**config.mk**
```make
export PLATFORM = sky130hd
export DESIGN_NAME = addsub_vec_gen
export DESIGN_NICKNAME = d
export VERILOG_FILES = /design/src/rtl/addsub_vec_gen.sv
export SDC_FILE = /design/constraint.sdc
export NUM_CORES = 1
export LEC_CHECK = 0
export CAP_MARGIN = 15
export CORE_MARGIN = 2
export CORE_UTILIZATION = 26
export DETAILED_ROUTE_END_ITERATION = 10
export HOLD_SLACK_MARGIN = 0.1
export SYNTH_ARGS = -nofsm -noshare
export SYNTH_HDL_FRONTEND = slang
export SYNTH_SLANG_ARGS = --single-unit
```
**constraint.sdc**
```tcl
create_clock -name clk -period 2 [get_ports clk]
set_clock_uncertainty 0.15 [all_clocks]
set_input_delay 0.6 -clock clk [delete_from_list [all_inputs] [get_ports clk]]
set_output_delay 0.6 -clock clk [all_outputs]
set_load 0.005 [all_outputs]
```
**src/rtl/addsub_vec_gen.sv**
```systemverilog
// rtl/addsub_vec_gen.sv - (2N+1)-bit sweep vector counter
//
// Purpose: enumerates every {cin, a, b} combination, b fastest, cin slowest.
// Ports:
//   clk, rst  clock, async active-high reset
//   clr       restart at vector 0
//   inc       advance to the next vector
//   a, b, cin current vector fields
//   last      current vector is the final one (all ones)
module addsub_vec_gen #(
  parameter int N = 4
) (
  input  logic         clk,
  input  logic         rst,
  input  logic         clr,
  input  logic         inc,
  output logic [N-1:0] a,
  output logic [N-1:0] b,
  output logic         cin,
  output logic         last
);

  logic [2*N:0] cnt;

  always_ff @(posedge clk or posedge rst) begin
    if (rst) begin
      cnt <= '0;
    end else if (clr) begin
      cnt <= '0;
    end else if (inc) begin
      cnt <= cnt + (2*N+1)'(1);
    end
  end

  // A plain binary count gives the b -> a -> cin carry ripple for free.
  assign b    = cnt[N-1:0];
  assign a    = cnt[2*N-1:N];
  assign cin  = cnt[2*N];
  assign last = &cnt;

endmodule

```
# Word-level counts from Yosys, hierarchy flattened
# Index checks and enable logic that the tools add are counted.
# totals
regBits	9
latchBits	0
ramBits	0
romBits	0
input_bits	4
output_inout_bits	10
wordCells	6
mem_count	0
# op_classes
addsub	1
n_mul	0
div	0
n_lt_le_gt_ge	0
n_eq_ne	0
shifts	0
muxes	2
bitwise_logic	0
n_reduce_logical	2
# ops
op	count
two-way mux 9 bit	2
adder 9 x 1 -> 9 bit, second input constant	1
AND reduction 9 bit	1
nonzero test 2 bit	1

# Depth between registers and ports, before layout
# depth
word_depth	3
ltp_mapped	6
ltp_nobuf	6

# Worst setup path before layout
# No wires, ideal clock.
# synth_timing
kind	register -> output
from	reg cnt[0]
to	out last
arrival_ps	961
t_required_ps	1250
path_slack_ps	289
path_stages_with_launch	5
path_buffers	0
cell_sequence	dfrtp_1 ha_1 nand4_1 nor2_1 ha_1
# synth_via
elab_chain_len	1
# synth_lines
item	line_no	text
from (decl)	23	logic [2*N:0] cnt;
from (signal assigned)	31	cnt <= cnt + (2*N+1)'(1);
AND reduction 9 bit	39	assign last = &cnt;
to (decl)	20	output logic last
# No other way between the ends.

# Final worst setup path
# layout_timing
from	reg cnt[1]
to	out last
# Same word-level chain as after synthesis.

==> out/results.txt <==
Static Leak = 0.4448 nW
Core Region = 1689 um2
largest registers = cnt x9
WL/cell = 11.71 um
final hold vios = 0
Syn Area/Cell = 10.07 um2
Max Fclk = 498.5 MHz
Placer Congestion = 0.7913
Final WS setup = -0.006110 ns
min Tclk post-route = 2.006 ns
Root Driver = clkbuf_4
status = finished with violations
die height = 45.74 um
synthesis warning total = 0
top cell type's share of synthesized area = 49.72%
fin area = 780.7 um2
Routed WL = 1.124 mm
clk_lat worst skew = 0.26 ns
die area = 2092 um2
Layout Nets = 86
first-pass GRT wire length = 1.863 mm
Hold Crit Class = reg -> reg
CTS sink cnt = 9
met3 routed WL = 57 um
worst hold margin = 0.4225 ns
n_diodes = 0
vias per inst = 4.635
Int Pwr = 0.2944 mW
DRC violations left = 0
NetSw = 0.09421 mW
Horiz. Die Dim = 45.74 um
Crit path arrival time = 1.26 ns
max reg flops = 9
Synth Instances = 45
DR iter-0 viols = 2
metal2 WL = 521 um
DR vias = 445
crit-path max FO = 2
Max Used Layer = met4
Clock Path Buffers = 2
CP startpoint = cnt[1]
CTS tree = yes
crit start category = register
Crit Path Category = reg -> out
endpoints failing setup = 1
vias in the first global route = 444
Worst-Margin Slew = 0.3573 ns
power density over the cells = 497.7 nW/um2
CTS Hold Buffers Added = 0
violated checks = negative setup slack
unrepaired setup endpoints after global routing = true
Clk network pwr share = 37.1%
Most flops, register = cnt
commonest non-fill, non-tap cell in the layout = buf_4
Buffers on Ports = 13
Syn Nets = 51
maximum vdd drop = 0.2909 mV
ratio of final minimum period to clock period = 100.3%
Routed Antenna Nets = 0
sw frac = 24.24%
hold_sp = cnt[8]
Starting Density = 26.81%
Yosys reg bits = 9
FP Rows = 15
most frequent cells in the layout = buf_4 (18), dfrtp_1 (9), nor2_1 (8)
clock slew at reported path FFs = 0.06 ns
Overflow after GRT = 0
setup slack at placement = -0.07648 ns
area leader, netlist = dfrtp_1
largest net degree at the start of global routing = 10
total power = 0.3886 mW
placed instance area = 699.4 um2
nature of the critical path endpoint = output port
layout cells sized above 1 = 32.91%
initial antenna violation count = 0
area grow syn2layout = 72.38%
CTS Buf Count = 3
Combinational Power Share = 14.4%
wl on met1 = 531 um
max-capacitance violation count = 0
ranking of synthesized cells by area = dfrtp_1 (50%), nor2_1 (6.6%), ha_1 (5.5%)
sequential power share = 48.5%
GRT Total Usage = 13.05%
First-pass DRT Iterations = 4
distinct cell type count of the synthesized netlist = 18
Final Max Tran Viols = 0
Slew HR = 76.15%
sequential area share after synthesis = 49.72%
post-DP HPWL = 861.8 um
required time worst endpoint = 1.25 ns
H-tree depth = 1
Synth Cell Area = 452.9 um2
Worst R2R Start = cnt[2]
IO Pins = 14
-- per-layer routing --
| metal | up-vias | track usage [%] |
|---|---|---|
| met1 | 205 | 15.65 |
| met5 | - | 0 |
| li1 | 226 | - |
| met2 | 12 | 19.44 |
| met4 | 0 | 8.571 |
| met3 | 2 | 4.762 |
-- power groups by stage --
stage / logic (mW) / clock network (mW) / registers [mW]
final: 0.0559 / 0.144 / 0.188
after global routing: 0.0613 / 0.154 / 0.189
after CTS: 0.0564 / 0.146 / 0.189
after detailed placement: 0.0539 / 0 / 0.192
after global placement: 0.0536 / 0 / 0.192
after floorplan: 0.0184 / 0 / 0.196
-- kinds of logic (layout without fill, tap and decap cells) --
group / after synthesis / count (layout) / share of synthesized area [%]
multiplexers: 2 / 2 / 4.420
AND/OR/NAND/NOR: 18 / 18 / 20.99
flip-flops: 9 / 9 / 49.72
buffers and inverters: 4 / 38 / 3.866
AO/OA/AOI/OAI: 6 / 6 / 7.732
XOR/XNOR: 4 / 4 / 7.736
adder cells (fa/ha/maj): 2 / 2 / 5.524
-- area by class of cell --
class / count / area (um2)
clock buffer: 4 / 26.28
multi-input combinational: 32 / 215.2
timing repair buffer: 32 / 285.3
sequential: 9 / 225.2
inverter: 2 / 7.507
fill: 171 / 908.4
tap: 17 / 21.27
-- through the flow --
| stage | util (%) | TNS [ns] | std cells |
|---|---|---|---|
| floorplan | - | 0 | 45 |
| global placement | 41.41 | -0.1037 | 87 |
| detailed placement | 41.41 | -0.1504 | 87 |
| CTS | 45.26 | -0.01825 | 96 |
| global route | 46.22 | -0.07518 | 96 |
| finish | 46.22 | -0.006110 | 96 |
-- cell usage after synthesis --
library cell / count
a21oi_1: 3
buf_2: 1
clkbuf_2: 1
dfrtp_1: 9
ha_1: 2
inv_1: 2
mux2i_1: 2
nand2_1: 2
nand3_1: 1
nand4_1: 3
nand4_2: 1
nor2_1: 8
o21ai_0: 1
o31ai_1: 2
or3_1: 1
or4_1: 2
xnor2_1: 2
xor2_1: 2
-- critical path: stages, from the launching register on --
cell and delay (ns):
dfrtp_1 0.35, ha_2 0.18, nand4_1 0.07, nor2_1 0.12, ha_2 0.19, buf_6 0.09
-- path summary, 6_finish.rpt --
check | to | slack (ns) | cells after the start
setup reg to reg | cnt[7] | 0.40 | 5
setup / recovery | last | -0.006 | 5
min in group asynchronous | cnt[1] | 0.45 | 2
hold reg to reg | cnt[8] | 0.42 | 2
max in group asynchronous | cnt[3] | 0.99 | 2
hold / removal | cnt[8] | 0.42 | 2
-- what timing repair did --
item / 4_1_cts / 5_1_grt
setup endpoints to repair: 4 / 5
gates resized for setup: 9 / 5
hold endpoints to repair: 0 / 0
pin swaps: 4 / 3
setup buffers: 5 / 0
(Power assumes the default switching activity.)
